[src/rtl/gf_add_scheduler.sv]
// gf_add_scheduler
//   Round-robin front end for a shared WIDTH-bit adder. Two requesters submit
//   operand pairs tagged with a mode bit. GF mode gives a carry-less sum
//   (a ^ b, carry 0). Integer mode gives {carry, sum} = a + b.
//   One operation is in flight at a time: IDLE (grant) -> EXEC (compute)
//   -> RESP (hold result until accepted).
// Ports
//   clk, rst                 rising-edge clock, async active-high reset
//   reqN_valid/ready         request handshake per requester (N = 0, 1)
//   reqN_a, reqN_b, reqN_gf  operands and mode (1 = GF/XOR, 0 = integer)
//   rsp_valid/ready          result handshake
//   rsp_sum, rsp_carry       result value and integer carry-out
//   rsp_id, rsp_gf           issuing requester and mode of the result
//   busy                     high whenever the FSM is not in IDLE
module gf_add_scheduler #(
  parameter int WIDTH = 32
) (
  input  logic             clk,
  input  logic             rst,
  input  logic             req0_valid,
  output logic             req0_ready,
  input  logic [WIDTH-1:0] req0_a,
  input  logic [WIDTH-1:0] req0_b,
  input  logic             req0_gf,
  input  logic             req1_valid,
  output logic             req1_ready,
  input  logic [WIDTH-1:0] req1_a,
  input  logic [WIDTH-1:0] req1_b,
  input  logic             req1_gf,
  output logic             rsp_valid,
  input  logic             rsp_ready,
  output logic [WIDTH-1:0] rsp_sum,
  output logic             rsp_carry,
  output logic             rsp_id,
  output logic             rsp_gf,
  output logic             busy
);

  localparam logic [1:0] ST_IDLE = 2'd0;
  localparam logic [1:0] ST_EXEC = 2'd1;
  localparam logic [1:0] ST_RESP = 2'd2;

  logic [1:0]       state_q, state_d;
  logic             last_grant_q, last_grant_d;
  logic [WIDTH-1:0] op_a_q, op_a_d;
  logic [WIDTH-1:0] op_b_q, op_b_d;
  logic             op_gf_q, op_gf_d;
  logic             op_id_q, op_id_d;
  logic             rsp_valid_q, rsp_valid_d;
  logic [WIDTH-1:0] rsp_sum_q, rsp_sum_d;
  logic             rsp_carry_q, rsp_carry_d;
  logic             rsp_id_q, rsp_id_d;
  logic             rsp_gf_q, rsp_gf_d;

  logic             grant0;
  logic             grant1;
  logic [WIDTH:0]   int_sum;

  // Full-width integer sum so the carry-out is never truncated.
  assign int_sum = {1'b0, op_a_q} + {1'b0, op_b_q};

  // Round-robin grant, only offered in IDLE. Gated by rst so the readies
  // drop to 0 the moment reset is asserted, without waiting for a clock.
  always_comb begin
    grant0 = 1'b0;
    grant1 = 1'b0;
    if ((state_q == ST_IDLE) && !rst) begin
      if (req0_valid && req1_valid) begin
        // Tie: the requester that did not win last time goes first.
        grant0 = last_grant_q;
        grant1 = ~last_grant_q;
      end else begin
        grant0 = req0_valid;
        grant1 = req1_valid;
      end
    end else begin
      grant0 = 1'b0;
      grant1 = 1'b0;
    end
  end

  // Next-state, operand capture and result computation.
  always_comb begin
    state_d      = state_q;
    last_grant_d = last_grant_q;
    op_a_d       = op_a_q;
    op_b_d       = op_b_q;
    op_gf_d      = op_gf_q;
    op_id_d      = op_id_q;
    rsp_valid_d  = rsp_valid_q;
    rsp_sum_d    = rsp_sum_q;
    rsp_carry_d  = rsp_carry_q;
    rsp_id_d     = rsp_id_q;
    rsp_gf_d     = rsp_gf_q;
    case (state_q)
      ST_IDLE: begin
        if (grant0 && req0_valid) begin
          op_a_d       = req0_a;
          op_b_d       = req0_b;
          op_gf_d      = req0_gf;
          op_id_d      = 1'b0;
          last_grant_d = 1'b0;
          state_d      = ST_EXEC;
        end else if (grant1 && req1_valid) begin
          op_a_d       = req1_a;
          op_b_d       = req1_b;
          op_gf_d      = req1_gf;
          op_id_d      = 1'b1;
          last_grant_d = 1'b1;
          state_d      = ST_EXEC;
        end else begin
          state_d = ST_IDLE;
        end
      end
      ST_EXEC: begin
        if (op_gf_q) begin
          rsp_sum_d   = op_a_q ^ op_b_q;
          rsp_carry_d = 1'b0;
        end else begin
          rsp_sum_d   = int_sum[WIDTH-1:0];
          rsp_carry_d = int_sum[WIDTH];
        end
        rsp_id_d    = op_id_q;
        rsp_gf_d    = op_gf_q;
        rsp_valid_d = 1'b1;
        state_d     = ST_RESP;
      end
      ST_RESP: begin
        // Returning to IDLE here means the next grant can only be offered
        // in the following cycle; rsp_ready never reaches the readies.
        if (rsp_ready) begin
          rsp_valid_d = 1'b0;
          state_d     = ST_IDLE;
        end else begin
          state_d = ST_RESP;
        end
      end
      default: begin
        rsp_valid_d = 1'b0;
        state_d     = ST_IDLE;
      end
    endcase
  end

  // State and datapath registers; reset discards any in-flight operation.
  always_ff @(posedge clk or posedge rst) begin
    if (rst) begin
      state_q      <= ST_IDLE;
      last_grant_q <= 1'b1;
      op_a_q       <= {WIDTH{1'b0}};
      op_b_q       <= {WIDTH{1'b0}};
      op_gf_q      <= 1'b0;
      op_id_q      <= 1'b0;
      rsp_valid_q  <= 1'b0;
      rsp_sum_q    <= {WIDTH{1'b0}};
      rsp_carry_q  <= 1'b0;
      rsp_id_q     <= 1'b0;
      rsp_gf_q     <= 1'b0;
    end else begin
      state_q      <= state_d;
      last_grant_q <= last_grant_d;
      op_a_q       <= op_a_d;
      op_b_q       <= op_b_d;
      op_gf_q      <= op_gf_d;
      op_id_q      <= op_id_d;
      rsp_valid_q  <= rsp_valid_d;
      rsp_sum_q    <= rsp_sum_d;
      rsp_carry_q  <= rsp_carry_d;
      rsp_id_q     <= rsp_id_d;
      rsp_gf_q     <= rsp_gf_d;
    end
  end

  assign req0_ready = grant0;
  assign req1_ready = grant1;
  assign rsp_valid  = rsp_valid_q;
  assign rsp_sum    = rsp_sum_q;
  assign rsp_carry  = rsp_carry_q;
  assign rsp_id     = rsp_id_q;
  assign rsp_gf     = rsp_gf_q;
  assign busy       = (state_q != ST_IDLE);

endmodule

[config.mk]
export PLATFORM = sky130hd
export DESIGN_NAME = gf_add_scheduler
export DESIGN_NICKNAME = d
export VERILOG_FILES = /design/src/rtl/gf_add_scheduler.sv
export SDC_FILE = /design/constraint.sdc
export NUM_CORES = 1
export LEC_CHECK = 0
export CORE_MARGIN = 3
export CORE_UTILIZATION = 45
export CTS_BUF_LIST = sky130_fd_sc_hd__clkbuf_4
export DETAILED_ROUTE_END_ITERATION = 8
export GPL_ROUTABILITY_DRIVEN = 1
export PLACE_DENSITY = 0.77
export SLEW_MARGIN = 5
export SYNTH_ARGS = -nofsm -noshare
export SYNTH_HDL_FRONTEND = slang
export SYNTH_SLANG_ARGS = --single-unit
[constraint.sdc]
create_clock -name clk -period 5.75 [get_ports clk]
set_clock_uncertainty 0.1 [all_clocks]
set_input_delay 1.15 -clock clk [delete_from_list [all_inputs] [get_ports clk]]
set_output_delay 1.15 -clock clk [all_outputs]
set_load 0.005 [all_outputs]
==> impl_results.rst <==
.. list-table::
   :header-rows: 1

   * - Metric
     - Value
   * - Result of the run
     - finished clean
   * - Setup repair after global routing missed its margin
     - false
   * - Worst vdd ir
     - 0.000316 V
   * - Synth warnings
     - 0
   * - Clock transition at the register clock pins on the worst setup and hold paths after CTS
     - ~180 ps
   * - Most used standard cell by instance count after synthesis
     - sky130_fd_sc_hd__nor2_1
   * - Share of the synthesized area in the top cell type
     - 43.6%
   * - Total number of vias
     - 5668
   * - Antenna-violating nets left
     - 0
   * - Type of destination of the critical path
     - primary output
   * - Min-delay worst type
     - flop to flop
   * - Via count of the first global-routing pass
     - slightly below 6000
   * - Max H-tree Level
     - 3
   * - Number of CTS-inserted buffers
     - 9
   * - Sw frac
     - 47.5%
   * - Number of distinct standard cells referenced by the synthesized netlist
     - 55
   * - Yosys top cell by area
     - sky130_fd_sc_hd__dfrtp_1
   * - Arithmetic-cell share of the synthesized area counting full adders, half adders and majority gates
     - 7.05%
   * - Commonest cells in the netlist
     - sky130_fd_sc_hd__nor2_1, sky130_fd_sc_hd__dfrtp_1, sky130_fd_sc_hd__nand2_1
   * - Xor/xnor cell area share of the yosys netlist
     - 4.11%
   * - Cell leakage power
     - about 3.2 nW
   * - Worst EP arrival
     - 2640 ps
   * - Shortest period the worst path allows
     - a little under 4000 ps
   * - Cell area after synthesis
     - 5970 um2
   * - Number of cell rows
     - 41
   * - Detailed Routing Iterations Pass 1
     - 5
   * - Avg WL per Cell
     - 16.9 um
   * - Instance count of the mapped netlist
     - 699
   * - Initial antenna violation count
     - 0
   * - Share of post-route cells with drive strength above 1
     - roughly 3.7%
   * - Sequential share of power
     - ~28%
   * - Internal power
     - 2.49 mW
   * - Height of the chip
     - 121 um
   * - Final HPWL DP
     - 13100 um
   * - Main combinational cell family by area after synthesis
     - compound AO/OA/AOI/OAI gates
   * - Initial core utilization
     - 46.7%
   * - Net switching power
     - 2.25 mW
   * - Setup TNS
     - 0 ps
   * - # port buffers
     - 173
   * - CTS tree
     - yes
   * - Part of the power in combinational logic
     - 64.7%
   * - Number of clock sinks
     - 105
   * - Synth Register Bits
     - 105
   * - Sequential element share of the synthesized area
     - between 40% and 50%
   * - Hold-fix buffer count after cts
     - 0
   * - Critical path, cell by cell
     - clkdlybuf4s50_1 > nor2_1 > nand3_2 > inv_1 > clkdlybuf4s50_1
   * - Simple-gate area share of the yosys netlist
     - 18.6%
   * - GR Overflow Total
     - 0
   * - Fraction of the mapped netlist area in compound gates
     - 22.3%
   * - Power Dens Cells
     - 597 nW/um2
   * - Proportion of register bits with asynchronous set or reset after synthesis
     - 100%
   * - Final weighted congestion in routability-driven placement
     - roughly 0.85
   * - Startpoint types
     - primary input
   * - Die outline area
     - 14700 um2
   * - Final Hold Slack
     - roughly 400 ps
   * - Via density
     - 5.52
   * - Rel. slew slack
     - 16.1%
   * - Number of setup violations in the final report
     - 0
   * - Chip Width
     - 121 um
   * - Maximum operating frequency
     - 0.257 GHz
   * - Multiplexer area fraction after synthesis
     - less than 1%
   * - Number of synthesized flops with an enable pin
     - 0
   * - Ports placed on the boundary
     - ~170
   * - Total routing usage reported by global routing
     - about a quarter
   * - Dominant synthesized flop cell
     - sky130_fd_sc_hd__dfrtp_1
   * - MaxCap Viol Count
     - 0
   * - Core area
     - 12800 um2
   * - Type of the setup path with the least slack
     - primary input to primary output
   * - Required @ worst endpoint
     - 4500 ps
   * - Count of instances resized after the clock tree is built
     - 0
   * - Transition time at the pin with the least slew margin
     - 1250 ps
   * - Overall power consumption
     - about 4.7 mW
   * - Final-report max-slew violation count
     - 0
   * - Worst path most repeated cell
     - sky130_fd_sc_hd__clkdlybuf4s50_1
   * - Synthesis-to-layout area growth
     - 33.0%
   * - Largest cells by area after synthesis
     - sky130_fd_sc_hd__dfrtp_1, sky130_fd_sc_hd__nor2_1, sky130_fd_sc_hd__o22ai_1
   * - Post-CTS Setup Bufs
     - 0
   * - Root Buffer Master
     - sky130_fd_sc_hd__clkbuf_4
   * - Clock latency reported for the late side of the worst-skew pair
     - 490 ps
   * - Pin count of the biggest net entering global routing
     - 69
   * - Slowest Stage Delay on Critical Path
     - ~500 ps
   * - Per-instance average area after synthesis
     - 8.53 um2
   * - Global-route wire length before repair
     - 28400 um
   * - Net count after synthesis
     - between 800 and 900
   * - Drt first-iter violations
     - 234
   * - Final WL
     - 17400 um
   * - Share of the core filled with cells in the final layout
     - 62.1%
   * - Final net count
     - 1017
   * - Worst-path fanout max
     - 4
   * - Clock power frac
     - between 7 and 8%
   * - Portion of the clock cycle consumed by the worst path in the final layout
     - 67.6%
   * - Filler instances
     - ~1100
   * - Count of inserted antenna diode cells
     - 0
   * - Final hold vios
     - 0
   * - Clock tree buffer depth
     - 2
   * - Residual DRC
     - 0
   * - Cell at the slowest stage of the critical path
     - sky130_fd_sc_hd__clkdlybuf4s50_1
-- cell usage in the layout (no fill, tap or decap), types with 5 or more instances in the layout --
cell,n
sky130_fd_sc_hd__o22ai_1,66
sky130_fd_sc_hd__nand4_1,9
sky130_fd_sc_hd__o21a_1,8
sky130_fd_sc_hd__dfrtp_1,104
sky130_fd_sc_hd__ha_1,32
sky130_fd_sc_hd__o21ai_1,24
sky130_fd_sc_hd__nand3_1,9
sky130_fd_sc_hd__xnor2_1,18
sky130_fd_sc_hd__nor2_1,159
sky130_fd_sc_hd__a21oi_1,43
sky130_fd_sc_hd__clkbuf_4,9
sky130_fd_sc_hd__o21ai_0,26
sky130_fd_sc_hd__xor2_1,10
sky130_fd_sc_hd__nand2_1,67
sky130_fd_sc_hd__clkdlybuf4s50_1,173
sky130_fd_sc_hd__a31oi_1,7
sky130_fd_sc_hd__inv_1,8
sky130_fd_sc_hd__buf_4,5
-- area by class of cell --
cell class / count / area, um2 / share of cell area, %
tap: 172 / 215 / 2.71
inverter: 9 / 36.3 / 0.457
sequential: 105 / 2630 / 33.1
clock buffer: 9 / 67.6 / 0.852
timing repair buffer: 178 / 1770 / 22.3
clock inverter: 7 / 52.6 / 0.662
multi-input combinational: 546 / 3160 / 39.9
-- per-stage QoR --
stage,setup WS (ps),area [um2],cells
after floorplan,1740,5970,699
after global placement,1890,7810,1010
after detailed placement,1740,7810,1010
after CTS,1860,7930,1026
after global routing,1760,7930,1026
final,1860,7930,1026
-- path summary, 6_finish.rpt --
path,from,to,slack (ps),cells after the start
hold / removal,rsp_sum[0]$_DFFE_PP0P_,rsp_sum[0]$_DFFE_PP0P_,400,2
setup reg to reg,op_a_q[0]$_DFFE_PP0P_,rsp_sum[28]$_DFFE_PP0P_,2650,9
min in group asynchronous,rst,rsp_gf$_DFFE_PP0P_,1050,2
max in group asynchronous,rst,op_b_q[17]$_DFFE_PP0P_,3400,3
hold reg to reg,rsp_sum[0]$_DFFE_PP0P_,rsp_sum[0]$_DFFE_PP0P_,400,2
setup / recovery,rst,req1_ready,1860,5
-- routing by layer --
metal  part of all wire (%)  vias to the layer above  global-route usage [%]
li1                       -                     2784                       -
met1                     43                     2702                    31.4
met5                      0                        -                       0
met2                     51                      165                    42.7
met3                    4.7                       17                    3.36
met4                    1.3                        0                    6.51
-- worst max-delay path: cells and delay by family --
kind	cells	cell delay, ps
AND/OR/NAND/NOR	2	460
buffers and inverters	3	1020
-- power groups by stage --
stage | logic, mW | clock network, mW | registers (mW)
after floorplan | 2.08 | 0 | 1.29
after CTS | 3.06 | 0.366 | 1.32
after detailed placement | 3.05 | 0 | 1.33
after global routing | 3.40 | 0.398 | 1.36
after global placement | 3.00 | 0 | 1.31
final | 3.07 | 0.359 | 1.31
-- cells by family (layout without fill, tap and decap cells) --
logic type	Yosys count	count (layout)
buffers and inverters	48	203
muxes	4	4
adders and majority gates	33	33
DFF	105	105
and+or+nand+nor	270	270
xor gates and xnor gates	28	28
AOI/OAI and AO/OA	211	211
-- flip-flops by register name (all words and copies together), names as in the netlist --
signal / flops
rsp_id: 1
rsp_gf: 1
op_id_q: 1
op_b_q: 32
state_q: 2
rsp_carry: 1
op_a_q: 32
rsp_valid: 1
op_gf_q: 1
last_grant_q: 1
rsp_sum: 32
Power figures use the tool's default switching activity.
